$ cat config.mk
export PLATFORM = sky130hd
export DESIGN_NAME = stream_fold_sink
export DESIGN_NICKNAME = d
export VERILOG_FILES = /design/src/rtl/stream_fold_sink.sv
export SDC_FILE = /design/constraint.sdc
export NUM_CORES = 1
export LEC_CHECK = 0
export BUFFER_PORTS_ARGS = -buffer_cell sky130_fd_sc_hd__buf_2
export CAP_MARGIN = 20
export CORE_ASPECT_RATIO = 0.6
export CORE_MARGIN = 2
export CORE_UTILIZATION = 35
export CTS_CLUSTER_DIAMETER = 80
export DETAILED_ROUTE_END_ITERATION = 10
export SLEW_MARGIN = 20
export SYNTH_ARGS = -nofsm -noshare
export SYNTH_HDL_FRONTEND = slang
export SYNTH_SLANG_ARGS = --single-unit
$ cat constraint.sdc
create_clock -name clock -period 4.9 [get_ports clock]
set_clock_uncertainty 0.1 [all_clocks]
set_input_delay 0.49 -clock clock [delete_from_list [all_inputs] [get_ports clock]]
set_output_delay 0.49 -clock clock [all_outputs]
set_load 0.01 [all_outputs]
$ cat src/rtl/stream_fold_sink.sv
// stream_fold_sink: folds a handshaked element stream into a signed sum and a
// saturating element count, then presents the result on a valid/ready channel.
// Optional feature macro: STREAM_FOLD_OVERFLOW_EN (sticky signed-overflow flag).
module stream_fold_sink #(
  parameter int unsigned DATA_WIDTH  = 64,
  parameter int unsigned COUNT_WIDTH = 32
) (
  input  logic                   clock,
  input  logic                   reset,
  input  logic                   in_valid,
  output logic                   in_ready,
  input  logic [DATA_WIDTH-1:0]  in_data_field0,
  input  logic                   in_data_field1,
  output logic                   res_valid,
  input  logic                   res_ready,
  output logic [DATA_WIDTH-1:0]  res_sum,
  output logic [COUNT_WIDTH-1:0] res_count,
  output logic                   res_overflow,
  output logic                   done
);

  localparam int unsigned MSB = DATA_WIDTH - 1;

  typedef enum logic [1:0] {
    INIT  = 2'd0,
    ACCUM = 2'd1,
    EMIT  = 2'd2
  } state_t;

  state_t                 state, state_next;
  logic [DATA_WIDTH-1:0]  sum_next;
  logic [DATA_WIDTH-1:0]  add_sum;
  logic [COUNT_WIDTH-1:0] count_next;
  logic                   done_next;
  logic                   take_elem;
  logic                   take_result;

  // Wrapped sum of the accumulator and the incoming element.
  assign add_sum     = res_sum + in_data_field0;
  assign take_elem   = (state == ACCUM) && in_valid && in_ready && !in_data_field1;
  assign take_result = (state == EMIT) && res_valid && res_ready;

  // Next-state and accumulator update logic.
  always_comb begin
    state_next = state;
    sum_next   = res_sum;
    count_next = res_count;
    done_next  = 1'b0;
    case (state)
      INIT: state_next = ACCUM;
      ACCUM: begin
        if (in_valid && in_ready) begin
          if (in_data_field1) begin
            state_next = EMIT;
          end else begin
            sum_next   = add_sum;
            count_next = (&res_count) ? res_count : res_count + COUNT_WIDTH'(1);
          end
        end
      end
      EMIT: begin
        if (take_result) begin
          state_next = ACCUM;
          sum_next   = '0;
          count_next = '0;
          done_next  = 1'b1;
        end
      end
      default: state_next = INIT;
    endcase
  end

  // State, accumulators and registered handshake outputs.
  always_ff @(posedge clock or posedge reset) begin
    if (reset) begin
      state     <= INIT;
      res_sum   <= '0;
      res_count <= '0;
      done      <= 1'b0;
      in_ready  <= 1'b0;
      res_valid <= 1'b0;
    end else begin
      state     <= state_next;
      res_sum   <= sum_next;
      res_count <= count_next;
      done      <= done_next;
      in_ready  <= (state_next == ACCUM);
      res_valid <= (state_next == EMIT);
    end
  end

`ifdef STREAM_FOLD_OVERFLOW_EN
  logic ovf_next;

  // Sticky overflow: same-sign addends whose wrapped sum flips sign.
  always_comb begin
    ovf_next = res_overflow;
    if (take_elem) begin
      if ((res_sum[MSB] == in_data_field0[MSB]) && (add_sum[MSB] != res_sum[MSB])) begin
        ovf_next = 1'b1;
      end
    end else if (take_result) begin
      ovf_next = 1'b0;
    end
  end

  // Overflow flag register.
  always_ff @(posedge clock or posedge reset) begin
    if (reset) begin
      res_overflow <= 1'b0;
    end else begin
      res_overflow <= ovf_next;
    end
  end
`else
  assign res_overflow = 1'b0;
`endif

endmodule
# ---- Word level (Yosys, flattened, before mapping)
# Cells that the tools add are included.
dict set report totals {
  in_bits 69
  output_inout_bits 100
  word_cells 39
  ff_bits 101
}
dict set report classes {
  add_sub_neg 2
  muxes 15
  eq_ne 8
  reduce_logical 8
}
# cell count
set op_table {}
lappend op_table {{$mux W64} 3}
lappend op_table {{$mux W32} 4}
lappend op_table {{$pmux W64 S2} 1}
lappend op_table {{$add A64 B64 Y64} 1}
lappend op_table {{$pmux W32 S2} 1}
lappend op_table {{$add A32 B1 Y32 const B} 1}
lappend op_table {{$reduce_and A32 Y1} 1}
lappend op_table {{$mux W2} 3}
lappend op_table {{$ne A2 B2 Y1 const B} 3}
lappend op_table {{$pmux W2 S3} 1}
lappend op_table {{$reduce_and A5 Y1} 1}
lappend op_table {{$eq A2 B1 Y1 const B} 2}
lappend op_table {{$eq A2 B2 Y1 const B} 2}
lappend op_table {{$reduce_and A4 Y1} 1}
lappend op_table {{$logic_and A1 B1 Y1} 3}
lappend op_table {{$logic_not A2 Y1} 1}
lappend op_table {{$mux W1} 2}
lappend op_table {{$ne A2 B1 Y1 const B} 1}
lappend op_table {{$reduce_bool A2 Y1} 1}

# ---- Logic depth before layout (Yosys ltp)
dict set report depth {
  word_depth 6
  mapped_depth 13
  mapped_depth_nobuf 13
}

# ---- Least setup slack after synthesis
# OpenSTA, ideal clock, no wires.
dict set report synth_path {
  path_type {in2reg}
  startpoint {input in_data_field0[0]}
  endpoint {register res_sum[50]}
  arrival_time_ns 3.041
  n_path_buf 0
  setup_ns 0.122
  required_time_ns 4.678
  setup_slack_ns 1.638
  cell_stages 13
  cell_sequence {ha_1 inv_1 fa_1 nor2b_1 o31ai_1 a211o_1 a21oi_4 and3_4 o2111ai_4 a2111oi_4 o21ai_1 a21o_1 a32o_1}
}
dict set report synth_between {
  elab_chain_cells 4
}
# item line_no
set synth_rtl {}
lappend synth_rtl {{start: declaration} 12} ;# input logic [DATA_WIDTH-1:0] in_data_field0,
lappend synth_rtl {{$add A64 B64 Y64} 39} ;# assign add_sum = res_sum + in_data_field0;
lappend synth_rtl {{$mux W64} 53} ;# if (in_data_field1) begin
lappend synth_rtl {{$mux W64} 52} ;# if (in_valid && in_ready) begin
lappend synth_rtl {{$pmux W64 S2} 49} ;# case (state)
lappend synth_rtl {{end signal: assignment} 84} ;# res_sum <= sum_next;
lappend synth_rtl {{end: declaration} 16} ;# output logic [DATA_WIDTH-1:0] res_sum,
# Every way passes these cells. The select of a mux whose other input is x is not followed.
# A chain may end at the register's enable or synchronous reset.

# ---- Final worst setup path
dict set report layout_path {
  startpoint {register res_sum[0]}
  endpoint {register res_sum[54]}
}
dict set report layout_between {
  elab_chain_cells 4
}
# item line_no
set layout_rtl {}
lappend layout_rtl {{$add A64 B64 Y64} 39}
lappend layout_rtl {{$mux W64} 53}
lappend layout_rtl {{$mux W64} 52}
lappend layout_rtl {{$pmux W64 S2} 49}
# Every way passes these cells. The select of a mux whose other input is x is not followed.

==> qor_table.md <==
| Parameter | Reported |
|---|---|
| Top-Level Pins | 169 |
| ANT nets after route | 0 |
| Area occupied by multi-input gates | 4940 sq um |
| Most used flip-flop cell after synthesis | dfrtp_1 |
| Crit path time final | 3.61 ns |
| Power density of the placed cells | 592 nW/um^2 |
| Number of flops mapped to enable cells by yosys | 0 |
| Netlist Area Pre-Place | 7700 sq um |
| Status | finished clean |
| Fraction of final layout cells with drive strength greater than 1 | 19.0% |
| Fmax achieved | 0.277 GHz |
| Via count of the first global-routing pass | 6759 |
| Pin count of the biggest net entering global routing | 70 |
| Worst IR drop on VDD | 0.000213 V |
| Launch point of the worst path | res_sum[0] |
| Total global routing overflow | 0 |
| Worst slew margin | 38.7% |
| Count of port buffers added during placement | 167 |
| Sequential cell area in the final layout | 2530 sq um |
| Leak pwr | 4.52 nW |
| Commonest non-fill, non-tap cell in the layout | buf_2 |
| Library cell occupying the most area in the post-synthesis netlist | dfrtp_1 |
| Critical path endpoint category | register |
| Post-Syn Instances | 923 |
| Type of the worst setup path | reg2reg |
| Critical path peak fanout | 7 |
| Area after DPL | 8780 sq um |
| Crit share post-route | 73.8% |
| Wirelength, routed | 23600 um |
| Vias after detailed routing | 7354 |
| Busiest grt layer | met1 |
| Reg-to-reg setup timing slack | 1.29 ns |
| Max Transition Viols Final | 0 |
| Width of the chip | 196 um |
| Post-CTS resize count | 0 |
| Clock sink total | 101 |
| Library cell used as clock root buffer | clkbuf_16 |
| Startpoint of the lowest-slack register-to-register path | res_sum[0] |
| Antenna violations before repair | 2 |
| Post-synth cell types | 73 |
| TritonCTS clock tree | done |
| Slew at the pin closest to its max-slew limit | 0.920 ns |
| Average routed wire per standard cell | 17.4 um |
| Synth Area per Inst | 8.35 sq um |
| Largest cells by area after synthesis | dfrtp_1, ha_1, nand2_1 |
| Class of the worst hold path | in2async |
| Met2 track demand over resource | 26.4% |
| Setup bufs post-CTS | 0 |
| Synth Register Bits | 101 |
| CTS Buffer Depth | 2 |
| Met3 GRT Util | 4.73% |
| Top library cells by usage in the layout, fill and taps aside | buf_2, nand2_1, dfrtp_1 |
| Number of nets at the end of the flow | 1200 |
| Vertical die dimension | 119 um |
| Vias per cell | 5.44 |
| Global routing usage on met1 | 33.4% |
| Timing endpoint of the critical path | res_sum[54] |
| Warning count from the yosys run | 0 |
| Synth-to-layout area growth | 17.6% |
| Post-detailed-placement half-perimeter wirelength | 18000 um |
| Wire length of the first global-routing pass | 37700 um |
| Count of endpoints failing hold in the final timing report | 0 |
| Clk Latency, worst-skew pair | 0.37 ns |
| Setup tns final | 0 ns |
| Core box area | 21300 sq um |
| FF-to-FF path depth | 13 |
| Proportion of synthesized chip area in sequential cells | 32.8% |
| Endpoint required time on the critical path | 5.04 ns |
| GRT Total Usage | 20.4% |
| Async SR Flop Fraction | 100% |
| Number of nets produced by synthesis | 1057 |
| H-tree Lvls | 3 |
| Setup repair after global routing missed its margin | no |
| Quantity of hold-fixing buffers added after cts | 0 |
| Initial Utilization | 36.2% |
| CP arrival | 3.75 ns |
| Final Setup Violations | 0 |
| Reg2reg end | res_sum[54] |
| Total clock buffers created by CTS | 9 |
| First-iteration detailed-routing DRC count | 593 |
| Placement row count | 41 |
| Final weighted congestion in routability-driven placement | 0.895 |
| Crit path launch type | register |
| Residual DRC count | 0 |
| Post-Layout Inst Area | 9060 sq um |
| Filler cells | 2125 |
| Area of the die | 23300 sq um |
| Clock input transition at the sequential cells of the worst setup and hold paths | 0.08 ns |
| Synth top area share | 32.8% |
| First drt pass iteration count | 5 |
| Max-cap violation count | 0 |
| Post-route core utilization | 42.6% |
## state kept, by name, indices dropped and copies added, names as in the netlist
register and count:
res_sum 64, state 2, done 1, res_valid 1, in_ready 1, res_count 32
## power breakdown
| group | internal [W] | switching, W | total [W] |
|---|---|---|---|
| registers | 0.00111 | 0.000253 | 0.00136 |
| clock network | 0.000359 | 0.000349 | 0.000709 |
| logic | 0.00131 | 0.00199 | 0.00330 |
## Yosys cell counts, types with 7 or more instances
| master | n |
|---|---|
| and3_1 | 13 |
| o21ai_0 | 83 |
| a21oi_1 | 77 |
| ha_1 | 64 |
| a21o_1 | 42 |
| nand4_1 | 20 |
| nand2b_1 | 7 |
| dfrtp_1 | 101 |
| clkbuf_1 | 33 |
| or3_1 | 10 |
| o21ai_1 | 9 |
| inv_1 | 21 |
| nand3_1 | 24 |
| nand2_1 | 132 |
| o21bai_1 | 15 |
| nor2b_1 | 7 |
| nor2_1 | 70 |
| xor2_1 | 45 |
| a31oi_1 | 10 |
| xnor2_1 | 34 |
## metal layers
metal	vias up	routed length, um
li1	3626	-
met1	3470	13000
met4	0	225
met2	240	8740
met5	-	0
met3	18	1630
## cell families (layout without fill, tap and decap cells)
logic type | Yosys count | in the layout | share of synthesized area, %
adder cells (fa/ha/maj) | 65 | 65 | 10.7
buffers and inverters | 62 | 210 | 3.25
other | 1 | 3 | 0.0487
multiplexers | 3 | 3 | 0.406
AO/OA/AOI/OAI | 298 | 298 | 25.0
XOR/XNOR | 79 | 79 | 8.98
flip-flops | 101 | 101 | 32.8
AND/OR/NAND/NOR | 314 | 314 | 18.9
## worst min path at each step
stage          cells after the start           to  slack [ns]        start
2_1_floorplan                      1    res_valid        0.38     state[0]
3_3_place_gp                       2  res_sum[45]        0.39  res_sum[45]
3_5_place_dp                       2  res_sum[44]        0.40  res_sum[44]
4_1_cts                            2  res_sum[35]        0.28        reset
5_1_grt                            2  res_sum[35]        0.34        reset
6_report                           2  res_sum[47]        0.25        reset
## critical path: stages (launching register included)
cell and delay (ns):
dfrtp_1 0.38, ha_1 0.19, inv_1 0.06, fa_1 0.40
nor2b_1 0.17, o31ai_1 0.10, a211o_1 0.32, a21oi_4 0.26
and3_4 0.26, o2111ai_4 0.13, a2111oi_4 0.45, o2111ai_1 0.24
a222oi_1 0.28, o41ai_1 0.13
## layout make-up
class	count	share of cell area (%)
Timing Repair Buffer	173	9.72
Clock inverter	5	0.400
Tap cell	279	3.85
Sequential cell	101	27.9
Clock buffer	11	2.68
Inverter	21	0.897
Multi-Input combinational cell	760	54.5
Antenna cell	2	0.0552
## metrics by stage
step | worst slack [ns] | hold WS (ns) | instances | total power (W)
after floorplan | 1.64 | 0.380 | 923 | 0.00367
after global placement | 1.23 | 0.393 | 1334 | 0.00462
after detailed placement | 1.16 | 0.397 | 1334 | 0.00463
after CTS | 1.34 | 0.280 | 1350 | 0.00538
after global routing | 1.06 | 0.338 | 1351 | 0.00585
final | 1.29 | 0.246 | 1352 | 0.00537
Power figures use the tool's default switching activity.
